## src/rtl/fetch_unit.sv

```systemverilog
// rtl/fetch_unit.sv - RV32I fetch stage: PC, imem read port and prefetch queue with redirect flush.
// Optional FETCH_MISALIGN_CHECK_EN adds a sticky misaligned-redirect halt.
module fetch_unit #(
  parameter logic [31:0] RESET_PC = 32'h00001000,
  parameter int          DEPTH    = 2
) (
  input  logic        clk,
  input  logic        reset,
  output logic [31:0] imem_address,
  input  logic [31:0] imem_data_out,
  output logic        instr_valid,
  output logic [31:0] instr,
  output logic [31:0] instr_pc,
  input  logic        instr_ready,
  input  logic        redirect,
  input  logic [31:0] redirect_pc,
  output logic        fetch_misalign
);

  localparam int PW = $clog2(DEPTH);
  localparam int CW = $clog2(DEPTH) + 1;

  logic [31:0]   r_fpc;
  logic          r_infl;
  logic [31:0]   r_infl_pc;
  logic [31:0]   r_q_instr [DEPTH];
  logic [31:0]   r_q_pc    [DEPTH];
  logic [PW-1:0] r_wr_ptr;
  logic [PW-1:0] r_rd_ptr;
  logic [CW-1:0] r_count;

  logic          w_pop;
  logic          w_push;
  logic          w_issue;
  logic          w_halted;
  logic [31:0]   w_redir_pc;
  logic [CW:0]   w_occ;

`ifdef FETCH_MISALIGN_CHECK_EN
  typedef enum logic {ST_RUN, ST_HALT} state_t;
  state_t r_state;
  state_t w_state_nxt;

  always_ff @(posedge clk) begin
    if (reset) r_state <= ST_RUN;
    else       r_state <= w_state_nxt;
  end

  always_comb begin
    w_state_nxt = r_state;
    if (redirect) begin
      w_state_nxt = (redirect_pc[1:0] != 2'b00) ? ST_HALT : ST_RUN;
    end
  end

  assign w_halted       = (r_state == ST_HALT);
  assign fetch_misalign = w_halted;
  assign w_redir_pc     = redirect_pc;
`else
  assign w_halted       = 1'b0;
  assign fetch_misalign = 1'b0;
  assign w_redir_pc     = redirect_pc & 32'hFFFF_FFFC;
`endif

  assign imem_address = r_fpc;
  assign instr_valid  = (r_count != '0);
  assign instr        = r_q_instr[r_rd_ptr];
  assign instr_pc     = r_q_pc[r_rd_ptr];
  assign w_pop        = instr_valid & instr_ready;
  assign w_push       = r_infl & ~redirect;

  // Credit counts the in-flight word so a returning word always has a slot.
  assign w_occ   = {1'b0, r_count} + (CW+1)'(r_infl) - (CW+1)'(w_pop);
  assign w_issue = ~redirect & ~w_halted & (w_occ < (CW+1)'(DEPTH));

  always_ff @(posedge clk) begin
    if (reset) begin
      r_fpc     <= RESET_PC;
      r_infl    <= 1'b0;
      r_infl_pc <= '0;
      r_wr_ptr  <= '0;
      r_rd_ptr  <= '0;
      r_count   <= '0;
      for (int i = 0; i < DEPTH; i++) begin
        r_q_instr[i] <= '0;
        r_q_pc[i]    <= '0;
      end
    end else if (redirect) begin
      r_fpc    <= w_redir_pc;
      r_infl   <= 1'b0;
      r_wr_ptr <= '0;
      r_rd_ptr <= '0;
      r_count  <= '0;
    end else begin
      r_infl <= w_issue;
      if (w_issue) begin
        r_fpc     <= r_fpc + 32'd4;
        r_infl_pc <= r_fpc;
      end
      if (w_push) begin
        r_q_instr[r_wr_ptr] <= imem_data_out;
        r_q_pc[r_wr_ptr]    <= r_infl_pc;
        r_wr_ptr            <= r_wr_ptr + PW'(1);
      end
      if (w_pop) begin
        r_rd_ptr <= r_rd_ptr + PW'(1);
      end
      r_count <= r_count + CW'(w_push) - CW'(w_pop);
    end
  end

endmodule

```

## config.mk

```make
export PLATFORM = sky130hd
export DESIGN_NAME = fetch_unit
export DESIGN_NICKNAME = d
export VERILOG_FILES = /design/src/rtl/fetch_unit.sv
export SDC_FILE = /design/constraint.sdc
export NUM_CORES = 1
export LEC_CHECK = 0
export ABC_AREA = 1
export CAP_MARGIN = 20
export CORE_MARGIN = 3
export CORE_UTILIZATION = 57
export CTS_CLUSTER_SIZE = 25
export DETAILED_ROUTE_END_ITERATION = 12
export GPL_TIMING_DRIVEN = 1
export PLACE_DENSITY = 0.86
export SLEW_MARGIN = 20
export SYNTH_ARGS = -nofsm -noshare
export SYNTH_HDL_FRONTEND = slang
export SYNTH_SLANG_ARGS = --single-unit
```

## constraint.sdc

```tcl
create_clock -name clk -period 8.5 [get_ports clk]
set_input_delay 1.7 -clock clk [delete_from_list [all_inputs] [get_ports clk]]
set_output_delay 1.7 -clock clk [all_outputs]
set_load 0.01 [all_outputs]
```

==> results.md, run 1 <==
- Status: finished clean
- FMAX: 215 MHz
- VDD IR-drop max: 0.151 mV
- CP Depth: 14
- Setup Buffers After CTS: 0
- Most frequent CP cell: nand2_1
- Via density: 5.16
- Antenna Diode Count: 0
- Crit. End Element: flip-flop
- CTS sink cnt: 190
- DRC Markers: 0
- DPL Wire Length: 12800 µm
- TritonCTS clock tree: yes
- Setup TNS: 0 ns
- Row cnt: 45
- Post-synth EDFFs: 124
- First DRT Iteration DRCs: 496
- WL per Instance: 14.8 µm
- CP bufs+invs: 3
- Number of hold buffers added after cts: 0
- GRT Residual Overflow: 0
- Mapped Cells: 957
- Synth Flop Type: edfxtp_1
- Final setup margin: 3.85 ns
- RSZ-0062 raised after global routing: no
- Seq/Total Area, Yosys: 0.568
- Pre-CTS WS: 3.49 ns
- PwrDens: 182 mW/mm²
- Worst Tran Pin Value: 0.835 ns
- HP Class: flip-flop to flip-flop
- Yosys reg bits: 190
- Placer Congestion: 0.913
- Die H: 131 µm
- All-Layer GR Usage: 0.230
- Die width: 131 µm
- Clk slew on worst S/H paths: 0.07 ns
- R2r startpoint: r_count[1]$_SDFF_PP0_
- Post-CTS Resized: 0
- First-pass GRT wire length: 30800 µm
- DR pass1 iterations: 5
- Fin crit share: 0.547
- Detail Route Antenna Nets: 0
- Final-report hold violation count: 0
- Final wirelength: 19200 µm
- Hold Crit Depth: 1
- Vias: 6722
- Clock Skew: 0.00752 ns
- CP startpoint: instr_ready
- Syn avg cell area: 9.28 µm²
- Min Tclk post-route: 4.65 ns
- Post-synth cell types: 40
- Rel. slew slack: 0.443
- I/O Pins: 166
- Share of layout cells above drive strength 1: 0.111
- Slew Viols, Final: 0
- Net count, final: 1173
- R2R cell count: 15
- CTS buffer count: 17
- Port bufs: 158
- Root buf cell: clkbuf_16
- Clock Latency Late Sink: 0.42 ns
- Crit path kind: primary input to flip-flop
- Worst-path cell chain: clkdlybuf4s50_1 > nand2_1 > inv_1 > nand2_1 > o21ai_0 > nand2_1 > fa_1 > a21boi_4 > nand3_4 > inv_2 > nand2_1 > nor2_1 > nor2_1 > nor2_1
- Leak pwr: 4.62 nW
- Initial Util: 0.584
- Core area: 0.0152 mm²
- Via count of the first global-routing pass: 6417
- Dpl cell area: 0.0105 mm²
- Min-delay src: r_rd_ptr$_SDFFE_PP0P_
- Crit-path max FO: 52
- Yosys warnings: 0
- Max Buffers Root-to-Sink: 2
- Full die area: 0.0171 mm²
- CP max stage cell: inv_2
- Crit-path max cell delay: 0.75 ns
- Count of final setup violators: 0
- Initial antenna violation count: 0
- Max-cap violations: 0
- WP data required: 8.86 ns
- CP Launch Type: primary input
- Layout area overhead: 24.6%
- Async SR Flop Fraction: 0
- Worst Path Arrival: 5.01 ns
- Post-Layout Inst Area: 0.0111 mm²
- Post-synthesis instance area: 0.00888 mm²
- Pin count of the biggest net entering global routing: 64
- H-tree Lvls: 4
- Family with the most delay on the worst path: buffers and inverters
[path summary, 6_finish.rpt]
kind / slack (ns) / end
worst min register to register: 0.46 / flip-flop
worst max-delay path: 3.85 / imem_address[26]$_SDFFE_PP0P_
worst max register to register: 5.04 / imem_address[26]$_SDFFE_PP0P_
worst min-delay path: 0.46 / flip-flop
[routing by layer]
layer,GRT usage,wire length [µm],vias to the layer above
met3,0.0447,1330,27
li1,-,-,3345
met1,0.306,8460,3107
met4,0.0871,333,0
met5,0,0,-
met2,0.375,9100,243
[synth_stat cells (8+ instances only)]
| library cell | number | share of area |
|---|---|---|
| nor2_1 | 199 | 0.084 |
| inv_1 | 159 | 0.067 |
| nand2_1 | 136 | 0.057 |
| edfxtp_1 | 124 | 0.42 |
| dfxtp_1 | 66 | 0.15 |
| mux2_2 | 62 | 0.079 |
| o21ai_0 | 39 | 0.022 |
| nand3_1 | 31 | 0.017 |
| a21oi_1 | 19 | 0.011 |
| clkbuf_1 | 19 | 0.0080 |
| o21ai_1 | 10 | 0.0056 |
| nand4_1 | 9 | 0.0063 |
| buf_2 | 8 | 0.0045 |
[registers in the layout, indices dropped and copies added, names as in the netlist, named ones only]
| register | count |
|---|---|
| r_q_pc | 60 |
| r_q_instr | 64 |
| r_rd_ptr | 1 |
| r_infl | 1 |
| r_count | 2 |
| imem_address | 30 |
| r_wr_ptr | 1 |
| r_infl_pc | 30 |
[through the flow]
stage          hold WS (ns)  power, mW  cells  utilization
3_3_place_gp          0.432       1.30   1271        0.693
5_1_grt               0.474       2.08   1302        0.728
2_1_floorplan         0.425       1.20    961            -
3_5_place_dp          0.442       1.31   1271        0.693
6_report              0.461       2.01   1302        0.728
4_1_cts               0.453       2.02   1302        0.728
[cell families (layout without fill, tap and decap cells)]
kind of cell             after synthesis  in the layout  share of synthesized area
AO/OA/AOI/OAI                         85             85                     0.0531
buffers and inverters                205            358                     0.0960
adder cells (fa/ha/maj)                3              3                    0.00507
multiplexers                          62             62                     0.0786
AND/OR/NAND/NOR                      405            405                      0.193
flip-flops                           190            190                      0.568
other                                  1              5                   0.000422
XOR/XNOR                               6              6                    0.00591
[area by class of cell]
class / count / area [µm²]
multi-input combinational: 566 / 3020
clock buffer: 20 / 437
sequential: 190 / 5050
tap: 188 / 235
timing repair buffer: 165 / 1630
fill: 1081 / 4130
inverter: 162 / 608
clock inverter: 11 / 95.1
[power breakdown]
group	switching (mW)	leakage, nW	internal (mW)
clock	0.324	0.237	0.399
combinational	0.122	2.55	0.110
sequential	0.0274	1.83	1.03
total	0.473	4.62	1.54
[cells in the final DEF, fill, tap and decap left out, types with 3 or more instances in the layout]
cell,n
mux2_2,62
nand3_2,5
o21ai_1,10
xor2_1,4
inv_1,159
nor2_4,3
buf_4,7
a21oi_1,19
o21ai_0,39
nand2_1,134
nor2_1,199
nand3b_1,7
clkbuf_1,3
nand3_1,29
dfxtp_1,65
nor3_1,3
nand2_2,4
clkinv_1,3
o22ai_1,3
clkinvlp_4,6
clkdlybuf4s50_1,158
o211ai_1,3
edfxtp_1,124
clkbuf_16,17
nand4_1,9
a31oi_1,7
conb_1,5
nor2_2,7
inv_2,3
No activity file was read; power rests on OpenSTA's default activity.
==> run 2: changes to the inputs <==
Settings changed: CORE_UTILIZATION 57 to 53, PLACE_DENSITY 0.86 to 0.81.
Clock period 8.5 ns to 4.67 ns, I/O delays scaled along.
==> run 2 against run 1 <==
Compared with the run above:
- cell count grew 2.5%
- wire length grew 1.1%
- flip-flop and latch count is the same
- total power grew 80%
- first-iteration DRC count shrank 18%
- clock power grew 76%
- combinational power grew 85%
- die area grew 7.2%
- register-to-register slack lost 3.1 ns
- non-clock buffer count grew 3
==> results.md, run 2 (synthesized netlist as in run 1, its figures left out) <==
- Count of final setup violators: 0 (unchanged)
- PwrDens: 325 mW/mm² (+79%)
- Pin count of the biggest net entering global routing: 63 (-1.6%)
- Most flops, register: r_q_instr
- Core area: 0.0161 mm² (+6.0%)
- Setup Buffers After CTS: 0 (unchanged)
- Vias: 6658 (-0.95%)
- Placer Congestion: 0.852 (-6.7%)
- FMAX: 299 MHz
- Max-cap violations: 0 (unchanged)
- Final wirelength: 19400 µm (+1.1%)
- Worst Path Arrival: 2.41 ns (-2.60 ns)
- TritonCTS clock tree: yes
- GRT Residual Overflow: 0 (unchanged)
- Top Registers: r_q_instr x64, r_q_pc x60
- Clock Skew: 0.00944 ns (+0.00193 ns)
- Final setup margin: 1.33 ns (-2.52 ns)
- DR pass1 iterations: 7 (+2)
- Max Buffers Root-to-Sink: 2 (unchanged)
- CTS sink cnt: 190 (unchanged)
- Status: finished clean
- Slew Viols, Final: 0 (unchanged)
- Row cnt: 46 (+2.2%)
- DRC Markers: 0 (unchanged)
- Die width: 135 µm (+3.5%)
- All-Layer GR Usage: 0.217 (-0.0131)
- Full die area: 0.0184 mm² (+7.2%)
- Initial antenna violation count: 0 (unchanged)
- Clk slew on worst S/H paths: 0.06 ns (about the same)
- RSZ-0062 raised after global routing: no
- Final-report hold violation count: 0 (unchanged)
- HP Class: flip-flop to flip-flop
- Commonest non-fill, non-tap cell in the layout: nor2_1
- Setup TNS: 0 ns (unchanged)
- Worst reg2reg endpoint: imem_address[19]$_SDFFE_PP0P_
- Antenna Diode Count: 0 (unchanged)
- First-pass GRT wire length: 31300 µm (+1.6%)
- Via count of the first global-routing pass: 6360 (-0.89%)
- Most frequent cells in the layout: 199 x nor2_1, 159 x inv_1, 158 x clkdlybuf4s50_1
- Port bufs: 158 (unchanged)
- Number of hold buffers added after cts: 0 (unchanged)
- VDD IR-drop max: 0.275 mV (+82%)
- Pre-CTS WS: 1.07 ns (-2.42 ns)
- WL per Instance: 14.6 µm (-1.3%)
- WP data required: 3.74 ns (-5.12 ns)
- Leak pwr: 4.67 nW (+1.1%)
- Die H: 135 µm (+3.5%)
- Crit. End Element: primary output
- Max reg flops: 64 (unchanged)
- R2R cell count: 16 (+1)
- Rel. slew slack: 0.431 (-0.0121)
- Detail Route Antenna Nets: 0 (unchanged)
- Clock Latency Late Sink: 0.42 ns (about the same)
- Worst Tran Pin Value: 0.853 ns (+0.0182 ns)
- R2r startpoint: r_count[1]$_SDFF_PP0_
- Crit path kind: flip-flop to primary output
- CP endpoint: instr_pc[18]
- H-tree Lvls: 4 (unchanged)
- Crit-path max FO: 27 (-48%)
- I/O Pins: 166 (unchanged)
- Layout area overhead: 25.6%
- Root buf cell: clkbuf_16
- Initial Util: 0.551 (-0.0331)
- First DRT Iteration DRCs: 406 (-18%)
- CTS buffer count: 17 (unchanged)
- Min Tclk post-route: 3.34 ns
- R2r setup slk: 1.91 ns (-3.13 ns)
- DPL Wire Length: 13100 µm (+2.7%)
- CP Launch Type: flip-flop
- Fin crit share: 0.715
- Post-CTS Resized: 0 (unchanged)
- Via density: 4.99 (-3.3%)
- Net count, final: 1176 (+0.26%)
- Share of layout cells above drive strength 1: 0.118 (+0.00676)
## run 2: routing by layer
| layer | routed length [µm] | global-route usage | share of wire |
|---|---|---|---|
| met2 | 9180 | 0.354 | 0.47 |
| met4 | 273 | 0.0705 | 0.014 |
| met1 | 8520 | 0.294 | 0.44 |
| met5 | 0 | 0 | 0 |
| met3 | 1460 | 0.0423 | 0.075 |
## run 2: worst min-delay path by stage
| stage | startpoint | to | slack (ns) | cells after the start |
|---|---|---|---|---|
| global route | r_rd_ptr$_SDFFE_PP0P_ | r_rd_ptr$_SDFFE_PP0P_ | 0.48 | 1 |
| global placement | r_rd_ptr$_SDFFE_PP0P_ | r_rd_ptr$_SDFFE_PP0P_ | 0.44 | 1 |
| floorplan | r_rd_ptr$_SDFFE_PP0P_ | flip-flop | 0.43 | 1 |
| CTS | r_rd_ptr$_SDFFE_PP0P_ | r_rd_ptr$_SDFFE_PP0P_ | 0.47 | 1 |
| finish | r_rd_ptr$_SDFFE_PP0P_ | r_rd_ptr$_SDFFE_PP0P_ | 0.47 | 1 |
| detailed placement | r_rd_ptr$_SDFFE_PP0P_ | r_rd_ptr$_SDFFE_PP0P_ | 0.45 | 1 |
## run 2: where the power goes
| part | switching [mW] | leakage (nW) | internal [mW] |
|---|---|---|---|
| Sequential | 0.0519 | 1.83 | 1.87 |
| Clock | 0.598 | 0.258 | 0.677 |
| Combinational | 0.224 | 2.58 | 0.206 |
## run 2: per-stage QoR
step                      hold WS (ns)  area, µm²  total power [mW]  utilization  cells
after global placement           0.437      10600              2.38        0.660   1302
after floorplan                  0.425       8900              2.18            -    961
after CTS                        0.466      11200              3.65        0.693   1334
after global routing             0.482      11200              3.77        0.693   1334
after detailed placement         0.455      10600              2.39        0.660   1302
final                            0.473      11200              3.63        0.693   1334
## run 2: layout make-up
| type | count | area, µm² |
|---|---|---|
| clock buffers | 17 | 425 |
| multi-input cells | 566 | 3020 |
| clock inverters | 15 | 100 |
| flip-flops and latches | 190 | 5050 |
| inverters | 162 | 608 |
| well taps | 216 | 270 |
| repair buffers | 168 | 1690 |
| fillers | 1233 | 4950 |
## run 2: critical path: stages (launching register included)
cell             delay, ns
dfxtp_2               0.65
buf_4                 0.44
mux2_2                0.38
clkdlybuf4s50_1       0.52
==> run 3: changes to the inputs <==
Settings changed: CORE_UTILIZATION 53 to 47, PLACE_DENSITY 0.81 to 0.76.
Clock period 4.67 ns to 2.9 ns, I/O delays scaled along.
==> run 3 against run 2 <==
Compared with the run above:
- utilization decreased by 7.0 points
- cell count is 2.2% higher
- sequential share of layout area shrank 0.87 points
- critical path depth rose by 11
- largest cell class unchanged
- largest power group unchanged
==> results.md, run 3 (synthesized netlist as in run 1, its figures left out) <==
- Status: finished clean
- Post-CTS Resized: 0 (unchanged)
- RSZ-0062 raised after global routing: no
- First DRT Iteration DRCs: 345 (-15%)
- Commonest non-fill, non-tap cell in the layout: nor2_1
- Max reg flops: 64 (unchanged)
- Clock Latency Late Sink: 0.42 ns (about the same)
- Setup Buffers After CTS: 0 (unchanged)
- Max-cap violations: 0 (unchanged)
- Placer Congestion: 0.886 (+4.0%)
- VDD IR-drop max: 0.440 mV (+60%)
- Leak pwr: 4.77 nW (+2.3%)
- H-tree Lvls: 4 (unchanged)
- Top Registers: r_q_instr x64, r_q_pc x60
- WL per Instance: 14.8 µm (+1.3%)
- Slew Viols, Final: 0 (unchanged)
- Vias: 6692 (+0.51%)
- CTS buffer count: 17 (unchanged)
- I/O Pins: 166 (unchanged)
- Number of hold buffers added after cts: 0 (unchanged)
- GRT Residual Overflow: 0 (unchanged)
- Net count, final: 1193 (+1.4%)
- PwrDens: 530 mW/mm² (+63%)
- Pin count of the biggest net entering global routing: 63 (unchanged)
- Final wirelength: 20100 µm (+3.6%)
- Die width: 143 µm (+5.9%)
- Clk slew on worst S/H paths: 0.06 ns (about the same)
- Layout area overhead: 28.1%
- Crit-path max cell delay: 0.53 ns (-0.12 ns)
- Port bufs: 158 (unchanged)
- Crit. End Element: flip-flop
- DRC Markers: 0 (unchanged)
- CTS sink cnt: 190 (unchanged)
- Worst Path Arrival: 3.04 ns (+0.63 ns)
- Most frequent CP cell: nand2_1
- Share of layout cells above drive strength 1: 0.130 (+0.0123)
- Antenna Diode Count: 0 (unchanged)
- Hold Slack: 0.451 ns (-0.0220 ns)
- FMAX: 366 MHz
- Max Buffers Root-to-Sink: 2 (unchanged)
- Root buf cell: clkbuf_16
- Min Tclk post-route: 2.73 ns
- Clock power frac: 0.366 (+0.015)
- Die H: 143 µm (+5.9%)
- Most flops, register: r_q_instr
- Core area: 0.0183 mm² (+13%)
- DR pass1 iterations: 5 (-2)
- Rel. slew slack: 0.652 (+0.222)
- WP data required: 3.21 ns (-0.53 ns)
- Initial Util: 0.486 (-0.0650)
- Sw frac: 0.240 (-0.000940)
- Crit path kind: primary input to flip-flop
- Switching pwr: 1.45 mW (+65%)
- All-Layer GR Usage: 0.196 (-0.0207)
- Via count of the first global-routing pass: 6483 (+1.9%)
- Family with the most delay on the worst path: buffers and inverters
- Setup TNS: 0 ns (unchanged)
- Count of final setup violators: 0 (unchanged)
- First-pass GRT wire length: 31900 µm (+2.0%)
- CP bufs+invs: 4 (+2)
- Detail Route Antenna Nets: 0 (unchanged)
- CP Launch Type: primary input
- Logic gate share of total power: 0.121 (+0.003)
- Final-report hold violation count: 0 (unchanged)
- Share of power burned in registers: 0.513 (-0.017)
- Most frequent cells in the layout: 199 x nor2_1, 159 x inv_1, 158 x clkdlybuf4s50_1
- Via density: 4.91 (-1.7%)
- CP max stage cell: clkdlybuf4s50_1
- Row cnt: 49 (+6.5%)
- TritonCTS clock tree: yes
- Int Pwr: 4.59 mW (+66%)
- Crit-path max FO: 22 (-19%)
- DPL Wire Length: 13600 µm (+3.3%)
- Worst Tran Pin Value: 0.521 ns (-0.331 ns)
- Worst-path cell chain: clkdlybuf4s50_1 > nand2_1 > inv_1 > nand2_1 > o21ai_0 > nand2_1 > fa_1 > a21boi_4 > nand3_4 > buf_12 > nor2_1 > nor2_1 > o21ai_0 > inv_1
- Initial antenna violation count: 0 (unchanged)
- Clock Skew: 0.00882 ns (-0.000623 ns)
- Full die area: 0.0206 mm² (+12%)
- HP Class: flip-flop to flip-flop
- Fin crit share: 0.943
==> run 3: final timing paths <==
path | from | endpoint | slack (ns) | cells past startpoint
worst max-delay path | instr_ready | r_infl_pc[22]$_SDFFE_PP0P_ | 0.17 | 14
worst min-delay path | r_rd_ptr$_SDFFE_PP0P_ | flip-flop | 0.45 | 1
worst max register to register | r_count[1]$_SDFF_PP0_ | r_infl_pc[22]$_SDFFE_PP0P_ | 0.24 | 15
worst min register to register | r_rd_ptr$_SDFFE_PP0P_ | flip-flop | 0.45 | 1
==> run 3: metrics by stage <==
stage	area (µm²)	worst slack (ns)	power (mW)	cells	utilization
3_5_place_dp	10800	-0.131	3.88	1332	0.592
6_report	11400	0.166	6.03	1364	0.623
4_1_cts	11400	0.201	6.08	1364	0.623
3_3_place_gp	10800	-0.0723	3.86	1332	0.592
5_1_grt	11400	0.0680	6.29	1364	0.623
2_1_floorplan	8900	-0.0687	3.51	961	-
==> run 3: cell type report <==
| cell class | count | area, µm² |
|---|---|---|
| clock buffers | 22 | 487 |
| clock inverters | 10 | 77.6 |
| fillers | 1521 | 6890 |
| inverters | 162 | 608 |
| multi-input cells | 566 | 3020 |
| flip-flops and latches | 190 | 5050 |
| well taps | 229 | 287 |
| repair buffers | 185 | 1860 |
==> run 3: power by group through the flow <==
| stage | clock network [mW] | registers, mW | logic, mW |
|---|---|---|---|
| detailed placement | 0 | 3.15 | 0.725 |
| global placement | 0 | 3.15 | 0.716 |
| CTS | 2.25 | 3.10 | 0.732 |
| floorplan | 0 | 3.15 | 0.365 |
| global route | 2.38 | 3.11 | 0.800 |
| finish | 2.21 | 3.10 | 0.727 |
==> run 3: routing by layer <==
| layer | vias to the layer above | share of wire | track usage |
|---|---|---|---|
| met2 | 219 | 0.48 | 0.328 |
| met3 | 19 | 0.055 | 0.0333 |
| met5 | - | 0 | 0 |
| met1 | 3063 | 0.46 | 0.264 |
| met4 | 0 | 0.013 | 0.0570 |
| li1 | 3391 | - | - |
